<file path="config.mk">
export PLATFORM = sky130hd
export DESIGN_NAME = branch_predict_unit
export DESIGN_NICKNAME = d
export VERILOG_FILES = /design/src/rtl/branch_predict_unit.sv
export SDC_FILE = /design/constraint.sdc
export NUM_CORES = 2
export LEC_CHECK = 0
export CAP_MARGIN = 20
export CORE_AREA = 2 2 556 337
export CTS_CLUSTER_DIAMETER = 50
export DETAILED_ROUTE_END_ITERATION = 10
export DIE_AREA = 0 0 558 339
export PLACE_DENSITY_LB_ADDON = 0.3
export SLEW_MARGIN = 20
export SYNTH_ARGS = -nofsm -noshare
export SYNTH_HDL_FRONTEND = slang
export SYNTH_SLANG_ARGS = --single-unit
</file>
<file path="constraint.sdc">
create_clock -name clk_i -period 11.65 [get_ports clk_i]
set_clock_uncertainty 0.1 [all_clocks]
set_input_delay 3.495 -clock clk_i [delete_from_list [all_inputs] [get_ports clk_i]]
set_output_delay 3.495 -clock clk_i [all_outputs]
set_load 0.005 [all_outputs]
</file>
<file path="src/rtl/branch_predict_unit.sv">
// Combined direction predictor and BTB with bimodal or gshare PHT indexing,
// a speculative global history register with repair, and resolve counters.
module branch_predict_unit #(
    parameter int unsigned XLEN       = 32,
    parameter int unsigned INDEX_BITS = 6,
    parameter int unsigned TAG_BITS   = 8,
    parameter int unsigned GHR_BITS   = 6,
    parameter int unsigned MODE       = 0
) (
    input  logic                clk_i,
    input  logic                rst_ni,
    input  logic                lookup_valid_i,
    input  logic [XLEN-1:0]     lookup_pc_i,
    output logic                pred_hit_o,
    output logic                pred_taken_o,
    output logic [XLEN-1:0]     pred_target_o,
    output logic [GHR_BITS-1:0] pred_ghr_o,
    input  logic                upd_valid_i,
    input  logic [XLEN-1:0]     upd_pc_i,
    input  logic                upd_is_jump_i,
    input  logic                upd_taken_i,
    input  logic [XLEN-1:0]     upd_target_i,
    input  logic [GHR_BITS-1:0] upd_ghr_i,
    input  logic                upd_mispredict_i,
    output logic [31:0]         branch_count_o,
    output logic [31:0]         mispredict_count_o
);
    localparam int unsigned Entries = 1 << INDEX_BITS;
    localparam bit          Gshare  = (MODE == 1);

    logic [1:0]          pht_q        [Entries];
    logic [Entries-1:0]  btb_valid_q;
    logic [Entries-1:0]  btb_jump_q;
    logic [TAG_BITS-1:0] btb_tag_q    [Entries];
    logic [XLEN-1:0]     btb_target_q [Entries];

    logic [GHR_BITS-1:0] ghr_q, ghr_d;
    logic [31:0]         branch_count_q, branch_count_d;
    logic [31:0]         mispredict_count_q, mispredict_count_d;

    logic [INDEX_BITS-1:0] lk_btb_idx, lk_pht_idx, upd_btb_idx, upd_pht_idx;
    logic [INDEX_BITS-1:0] lk_ghr_ext, upd_ghr_ext;
    logic [TAG_BITS-1:0]   lk_tag, upd_tag;
    logic                  lk_hit, lk_jump;
    logic [1:0]            pht_cur, pht_next;
    logic [GHR_BITS:0]     repair_shift, spec_shift;

    assign lk_btb_idx  = lookup_pc_i[INDEX_BITS+1:2];
    assign lk_tag      = lookup_pc_i[INDEX_BITS+2 +: TAG_BITS];
    assign upd_btb_idx = upd_pc_i[INDEX_BITS+1:2];
    assign upd_tag     = upd_pc_i[INDEX_BITS+2 +: TAG_BITS];

    always_comb begin
        lk_ghr_ext                 = '0;
        upd_ghr_ext                = '0;
        lk_ghr_ext[GHR_BITS-1:0]   = ghr_q;
        upd_ghr_ext[GHR_BITS-1:0]  = upd_ghr_i;
        lk_pht_idx                 = Gshare ? (lk_btb_idx ^ lk_ghr_ext) : lk_btb_idx;
        upd_pht_idx                = Gshare ? (upd_btb_idx ^ upd_ghr_ext) : upd_btb_idx;
    end

    // Gating by rst_ni makes the reset cycle present a clean miss.
    assign lk_hit  = rst_ni & btb_valid_q[lk_btb_idx] & (btb_tag_q[lk_btb_idx] == lk_tag);
    assign lk_jump = btb_jump_q[lk_btb_idx];

    assign pred_hit_o    = lk_hit;
    assign pred_taken_o  = lk_hit & (lk_jump | pht_q[lk_pht_idx][1]);
    assign pred_target_o = pred_taken_o ? btb_target_q[lk_btb_idx] : lookup_pc_i + XLEN'(4);
    assign pred_ghr_o    = rst_ni ? ghr_q : '0;

    always_comb begin
        pht_cur  = pht_q[upd_pht_idx];
        pht_next = pht_cur;
        if (upd_taken_i) begin
            if (pht_cur != 2'b11) pht_next = pht_cur + 2'b01;
        end else begin
            if (pht_cur != 2'b00) pht_next = pht_cur - 2'b01;
        end
    end

    // Repair from the carried snapshot beats the speculative shift of this cycle's lookup.
    always_comb begin
        repair_shift = {upd_ghr_i, upd_taken_i};
        spec_shift   = {ghr_q, pred_taken_o};
        ghr_d        = ghr_q;
        if (upd_valid_i && upd_mispredict_i) begin
            ghr_d = upd_is_jump_i ? upd_ghr_i : repair_shift[GHR_BITS-1:0];
        end else if (lookup_valid_i && lk_hit && !lk_jump) begin
            ghr_d = spec_shift[GHR_BITS-1:0];
        end
    end

    always_comb begin
        branch_count_d     = branch_count_q;
        mispredict_count_d = mispredict_count_q;
        if (upd_valid_i) begin
            branch_count_d = branch_count_q + 32'd1;
            if (upd_mispredict_i) mispredict_count_d = mispredict_count_q + 32'd1;
        end
    end

    always_ff @(posedge clk_i) begin
        if (!rst_ni) begin
            ghr_q              <= '0;
            branch_count_q     <= '0;
            mispredict_count_q <= '0;
            btb_valid_q        <= '0;
            for (int i = 0; i < Entries; i++) pht_q[i] <= 2'b01;
        end else begin
            ghr_q              <= ghr_d;
            branch_count_q     <= branch_count_d;
            mispredict_count_q <= mispredict_count_d;
            if (upd_valid_i && !upd_is_jump_i) pht_q[upd_pht_idx] <= pht_next;
            if (upd_valid_i && upd_taken_i) btb_valid_q[upd_btb_idx] <= 1'b1;
        end
    end

    // Payload needs no reset; the valid bits guard it.
    always_ff @(posedge clk_i) begin
        if (rst_ni && upd_valid_i && upd_taken_i) begin
            btb_tag_q[upd_btb_idx]    <= upd_tag;
            btb_target_q[upd_btb_idx] <= upd_target_i;
            btb_jump_q[upd_btb_idx]   <= upd_is_jump_i;
        end
    end

    assign branch_count_o     = branch_count_q;
    assign mispredict_count_o = mispredict_count_q;

    logic unused_upd_pc;
    assign unused_upd_pc = ^upd_pc_i;
endmodule

</file>
======== Word-level counts from Yosys, hierarchy flattened ========
Memories as Yosys holds them, arrays and structs flattened.
Cells that the tools add are included.
storage, ports and cells
  word-level logic and storage cells ...... 61
  memory bits (read-only) ................. 0
  register bits after elaboration ......... 198
  bits in latches ......................... 0
  bits in writable memories ............... 2688
  output and inout bits ................... 104
  memories ................................ 3
operators by class
  muxes and demuxes ....................... 24
  reductions and logical operators ........ 14
  shifts and indexed selects .............. 0
  eq/ne operators ......................... 2
  bitwise gates (word level) .............. 5
  $lt $le $gt $ge ......................... 3
  $mul .................................... 0
  div/mod/pow operators ................... 0
  $add $sub $neg .......................... 5
memory list
  name          depth  bits a word  rd ports  clocked after Yosys merged registers in  wr ports  RTL line  RTL
  btb_target_q  64     32           1         0                                        1         35        logic [XLEN-1:0] btb_target_q [Entries];
  btb_tag_q     64     8            1         0                                        1         34        logic [TAG_BITS-1:0] btb_tag_q [Entries];
  pht_q         64     2            2         0                                        64        31        logic [1:0] pht_q [Entries];
operators by type and width
  kind                                                                   number
  32-bit by 1-bit adder with 32-bit output, second input constant        2
  64-bit bitwise mux                                                     1
  64-bit OR                                                              1
  32-bit by 3-bit adder with 32-bit output, second input constant        1
  32-bit two-way mux                                                     1
  6-bit two-way mux                                                      5
  6-bit by 7-bit < comparator with 1-bit output, second input constant   2
  1-bit binary-select mux with 6-bit select                              2
  1-bit two-way mux                                                      10
  8-bit equality test                                                    1
  1-bit logical AND                                                      8
  2-bit two-way mux                                                      4
  1-bit demux with 6-bit select                                          1
  6-bit by 1-bit >= comparator with 1-bit output, second input constant  1
  2-bit nonzero test                                                     2
  1-bit AND                                                              3
  2-bit by 1-bit adder with 2-bit output, second input constant          1
  1-bit zero test                                                        2
  2-bit inequality test, second input constant                           1
  2-bit AND reduction                                                    1
  2-bit OR reduction                                                     1
  2-bit by 1-bit subtractor with 2-bit output, second input constant     1
  1-bit OR                                                               1

======== Depth between registers and ports, before layout ========
  word-level depth ........................ 8
  depth in mapped cells ................... 17

======== Worst setup path after synthesis ========
OpenSTA, ideal clock, no wires.
  path kind ............................... input port to output port
  start point ............................. input lookup_pc_i[3]
  end point ............................... output pred_target_o[4]
  path slack .............................. 1236 ps
  stages .................................. 12
  arrival ................................. 6819 ps
  data required time ...................... 8055 ps
  cells stage by stage .................... buf_4 > buf_4 > buf_2 > buf_2 > buf_4 > buf_4 > clkbuf_1 > buf_1 > mux4_2 > mux4_1 > mux4_2 > mux2_4
on the way
  cells in the longest elaborated chain, start to end .. 6
  elaborated cells on any way between the ends .. 14
  classes of those cells .................. add/sub (1); eq/ne (1); mux (5); bitwise (4); memory (3)
ends and longest elaborated chain
  what                                                       RTL line  RTL
  from (decl)                                                13        input logic [XLEN-1:0] lookup_pc_i,
  branches (longest 5 deep; another with memory 64 x 8 bit)  n/a
  32-bit two-way mux (*)                                     68        assign pred_target_o = pred_taken_o ? btb_target_q[lk_btb_idx] : lookup_pc_i + XLEN'(4);
  to (decl)                                                  16        output logic [XLEN-1:0] pred_target_o,
Every way passes the cells marked *. The select of a mux whose other input is x is not followed.

======== Worst setup path after layout ========
  start point ............................. input lookup_pc_i[2]
  end point ............................... output pred_target_o[0]
Same word-level chain as after synthesis.

==> summary.txt <==
STA
----------------------------------------------------------------------------------------
Max Slew Vio Count                                                                     0
Setup-failing EPs final                                                                0
Period minus WS final                                                           11.53 ns
Transition time at the pin with the least slew margin                            1.25 ns
Count of endpoints failing hold in the final timing report                             0
Setup TNS                                                                           0 ns
Tcrit/Tclk final                                                                   99.0%
Worst slew margin relative to its limit                                            16.9%
Maximum achievable frequency                                                    86.7 MHz
Min Hold Slack                                                                  0.347 ns
Setup repair after global routing missed its margin                                false

LOGIC SYNTHESIS
----------------------------------------------------------------------------------------
Cell type contributing the most total cell area after synthesis             sky130_fd_sc_hd__edfxtp_1
Count of flip-flops with a built-in enable after synthesis                         2,752
Top area cells in the synthesized netlist                                   sky130_fd_sc_hd__edfxtp_1, sky130_fd_sc_hd__mux4_2, sky130_fd_sc_hd__dfxtp_1
Post-Synthesis Cells                                                               5,275
Post-synthesis share of cell area spent on and, or, nand and nor gates             2.74%
Post-Syn Area per Cell                                                        21.5 sq um
Synthesis-stage register bit count                                                 2,886
Largest family of logic cells by synthesized area                           multiplexers
Distinct cells, synth                                                                 87
Synth warnings                                                                         0
Async set-reset flop share out of synthesis                                           0%
Number of nets produced by synthesis                                               5,387
Share of cell area taken by muxes after synthesis                                  17.7%
Xor/xnor share of the synthesized area                                            0.640%
Adder and majority cell fraction of the synthesized area                         0.0507%
Cell area after synthesis                                                   114,000 sq um
Synth Area in Compound Gates                                                       2.33%
Post-synth top flop                                                         sky130_fd_sc_hd__edfxtp_1
Fraction of post-synthesis cell area in the top cell type by area                  72.7%
Fraction of the yosys area taken by sequential cells                               75.1%

SETUP PATH
----------------------------------------------------------------------------------------
Register-to-register setup slack                                                 8.00 ns
Critical Path RT                                                                 8.06 ns
Endpoint kind of the worst setup timing path                                 output port
Critical Path Fanout Max                                                              39
Data arrival at the endpoint of the critical path                                7.94 ns
Setup CP Type                                                               primary input to output port
Delay of the slowest cell on the worst path                                      0.70 ns
Buffer and inverter count on the worst path                                            4
CP dominant cell by count                                                   sky130_fd_sc_hd__mux2_2
Critical Path Slowest Stage Cell                                            sky130_fd_sc_hd__a2111oi_0
Nature of the critical path startpoint                                      primary input
Series of cell instances along the critical path                            buf_8 -> buf_4 -> mux4_2 -> mux2_2 -> o22ai_1 -> a2111oi_0 -> a21oi_1 -> xnor2_1 -> nand3_4 -> a2111oi_4 -> buf_12 -> mux2_2 -> clkdlybuf4s50_1
Category of cells accounting for the largest share of critical-path delay   compound AO/OA/AOI/OAI gates

CELLS AND AREA
----------------------------------------------------------------------------------------
Fill count                                                                        10,800
Synth-to-Final Area Change                                                         11.6%
Layout cell share with drive strength beyond 1                                     26.0%
Commonest non-fill, non-tap cells in the layout                             sky130_fd_sc_hd__edfxtp_1, sky130_fd_sc_hd__mux4_2, sky130_fd_sc_hd__clkbuf_16, sky130_fd_sc_hd__buf_4, sky130_fd_sc_hd__nand2_1
Number of nets in the final layout                                                 5,695
Most common cell after layout, fill and taps aside                          sky130_fd_sc_hd__edfxtp_1

PWR
----------------------------------------------------------------------------------------
Part of the total power dissipated in combinational logic                           5.3%
Switching power                                                                  4.42 mW
Design internal power                                                            16.1 mW
Net switching fraction of the power                                                21.5%
Static Leak                                                                      40.0 nW
Pwr Density                                                                  162 nW/um^2
Sequential group share of total power                                              55.6%
Clock power frac                                                                   39.2%
Peak supply drop                                                                0.139 mV

STATUS
----------------------------------------------------------------------------------------
Run status                                                                  complete, no violations

PLACED DESIGN
----------------------------------------------------------------------------------------
IO buf count                                                                         194
Routability cong.                                                                  0.856
Detailed Place HPWL                                                         163,000 microns

FLOORPLAN
----------------------------------------------------------------------------------------
Effective utilization at floorplan                                                 61.9%
Total number of placement rows                                                       122
Placeable Area                                                              184,000 sq um
Die X-Extent                                                                 558 microns
Die H                                                                        339 microns
Area of the die                                                             189,000 sq um
Top-level I/O count                                                                  213

CLOCKING
----------------------------------------------------------------------------------------
Root Driver                                                                 sky130_fd_sc_hd__clkbuf_16
Number of H-tree levels                                                                4
Clock Tree Buf Depth                                                                   4
Inserted Clock Buffers                                                               244
Clock tree from TritonCTS                                                            yes
Number of gates resized after cts                                                      0
Post-CTS Hold Fix Bufs                                                                 0
CTS clock-pin slew for the worst setup and hold paths                            0.07 ns
Clock tree sinks                                                                   2,886
Post-CTS setup buffer count                                                            0
Skew-Pair Late Insertion Delay                                                   0.91 ns

GLOBAL ROUTE
----------------------------------------------------------------------------------------
Maximum number of pins on one net before global-route repair                         119
Number of global-route vias before repair                                         58,000
Overall Global Routing Usage                                                       34.0%
Global-route wire length before repair                                      446,000 microns
Number of antenna violations at the first check in global routing                     20
Final global-route overflow total                                                      0

ROUTING
----------------------------------------------------------------------------------------
Length of the first detailed-routing pass in iterations                                8
Detailed-route wire length                                                  320,000 microns
Detailed router's first-iteration violation count                                 10,800
Number of routed nets with antenna violations                                          0
Vias                                                                              59,400
Via density per instance                                                            7.18
Per-cell routed wire length                                                 38.6 microns
Total DRC errors in the routed layout                                                  0

FLOW RUN
----------------------------------------------------------------------------------------
Number of max-cap violations                                                           0

WORST HOLD PATH
----------------------------------------------------------------------------------------
Min-delay worst type                                                        register to register

## sequential cells by signal, indices dropped and copies added (netlist names)
name                cells
btb_target_q         2048
ghr_q                   6
btb_valid_q            64
btb_tag_q             512
branch_count_o         32
btb_jump_q             64
mispredict_count_o     32
pht_q                 128
## area by class of cell
type	count	area, sq um	area share (%)
Multi-Input combinational cell	2044	27100	21.4
Antenna cell	10	25.0	0.0197
Clock inverter	150	1230	0.968
Timing Repair Buffer	387	3540	2.79
Tap cell	2480	3100	2.45
Inverter	20	77.6	0.0612
Clock buffer	292	6360	5.01
Sequential cell	2886	85300	67.3
## worst reg2reg max path, cell delays in order (launching register included)
cell                        delay, ns
sky130_fd_sc_hd__edfxtp_1        0.38
sky130_fd_sc_hd__mux4_1          0.52
sky130_fd_sc_hd__mux4_2          0.56
sky130_fd_sc_hd__o22ai_2         0.18
sky130_fd_sc_hd__o211ai_2        0.15
sky130_fd_sc_hd__a2111oi_4       0.50
sky130_fd_sc_hd__nand3_4         0.19
sky130_fd_sc_hd__o41ai_4         0.57
sky130_fd_sc_hd__mux2_1          0.37
## Yosys cell counts, types with 8 or more instances
master	number
sky130_fd_sc_hd__mux2_2	16
sky130_fd_sc_hd__a21oi_1	25
sky130_fd_sc_hd__a22oi_1	61
sky130_fd_sc_hd__and3_1	18
sky130_fd_sc_hd__buf_4	19
sky130_fd_sc_hd__a221oi_1	17
sky130_fd_sc_hd__nand2_1	166
sky130_fd_sc_hd__dfxtp_1	134
sky130_fd_sc_hd__clkbuf_1	155
sky130_fd_sc_hd__a211oi_1	8
sky130_fd_sc_hd__mux4_2	778
sky130_fd_sc_hd__xnor2_1	64
sky130_fd_sc_hd__a21boi_0	14
sky130_fd_sc_hd__nand3_1	53
sky130_fd_sc_hd__nor2b_1	15
sky130_fd_sc_hd__or3_1	15
sky130_fd_sc_hd__and2_1	66
sky130_fd_sc_hd__buf_6	21
sky130_fd_sc_hd__nor3_1	80
sky130_fd_sc_hd__o21ai_0	86
sky130_fd_sc_hd__mux4_1	37
sky130_fd_sc_hd__edfxtp_1	2752
sky130_fd_sc_hd__a21o_1	65
sky130_fd_sc_hd__xor2_1	19
sky130_fd_sc_hd__buf_2	81
sky130_fd_sc_hd__mux2i_1	92
sky130_fd_sc_hd__nand4_1	30
sky130_fd_sc_hd__a22o_1	15
sky130_fd_sc_hd__a31oi_1	20
sky130_fd_sc_hd__buf_1	41
sky130_fd_sc_hd__mux2_4	27
sky130_fd_sc_hd__nor2_1	147
sky130_fd_sc_hd__inv_1	20
## kinds of logic (layout without fill, tap and decap cells)
| kind of cell | Yosys count | after routing |
|---|---|---|
| AOI/OAI and AO/OA | 364 | 364 |
| buffers and inverters | 345 | 849 |
| DFF | 2886 | 2886 |
| muxes | 955 | 955 |
| other | 0 | 10 |
| xor gates and xnor gates | 83 | 83 |
| and+or+nand+nor | 637 | 637 |
| adders and majority gates | 5 | 5 |
## worst paths after layout
| check | startpoint | end | depth (start not counted) |
|---|---|---|---|
| setup / recovery | lookup_pc_i[2] | pred_target_o[0] | 13 |
| hold / removal | btb_valid_q[14]$_SDFFE_PN0P_ | btb_valid_q[14]$_SDFFE_PN0P_ | 1 |
| setup reg to reg | btb_tag_q[34][6]$_DFFE_PP_ | ghr_q[1]$_SDFFE_PN0P_ | 8 |
| hold reg to reg | btb_valid_q[14]$_SDFFE_PN0P_ | btb_valid_q[14]$_SDFFE_PN0P_ | 1 |
## layer usage
metal / routed length [microns] / share of wire, % / global-route usage [%]
met4: 13500 / 4.2 / 12.4
met1: 114000 / 36 / 50.0
met5: 34 / 0.011 / 0
met3: 48000 / 15 / 9.69
met2: 144000 / 45 / 49.4
## through the flow
step	utilization [%]	power, mW	setup slack [ns]	std cells	area [sq um]
6_report	69.0	20.5	0.116	8269	127000
3_5_place_dp	64.8	12.7	0.238	7813	119000
2_1_floorplan	-	12.2	1.24	5275	114000
3_3_place_gp	64.8	12.6	0.251	7810	119000
5_1_grt	69.0	20.9	0.00124	8264	127000
4_1_cts	69.0	20.5	0.202	8255	127000
## power by group through the flow
stage	logic [mW]	clock network, mW	registers [mW]
global placement	1.03	0	11.6
floorplan	0.626	0	11.6
CTS	1.06	8.05	11.4
detailed placement	1.05	0	11.6
finish	1.08	8.03	11.4
global route	1.12	8.40	11.4
(Power assumes the default switching activity.)
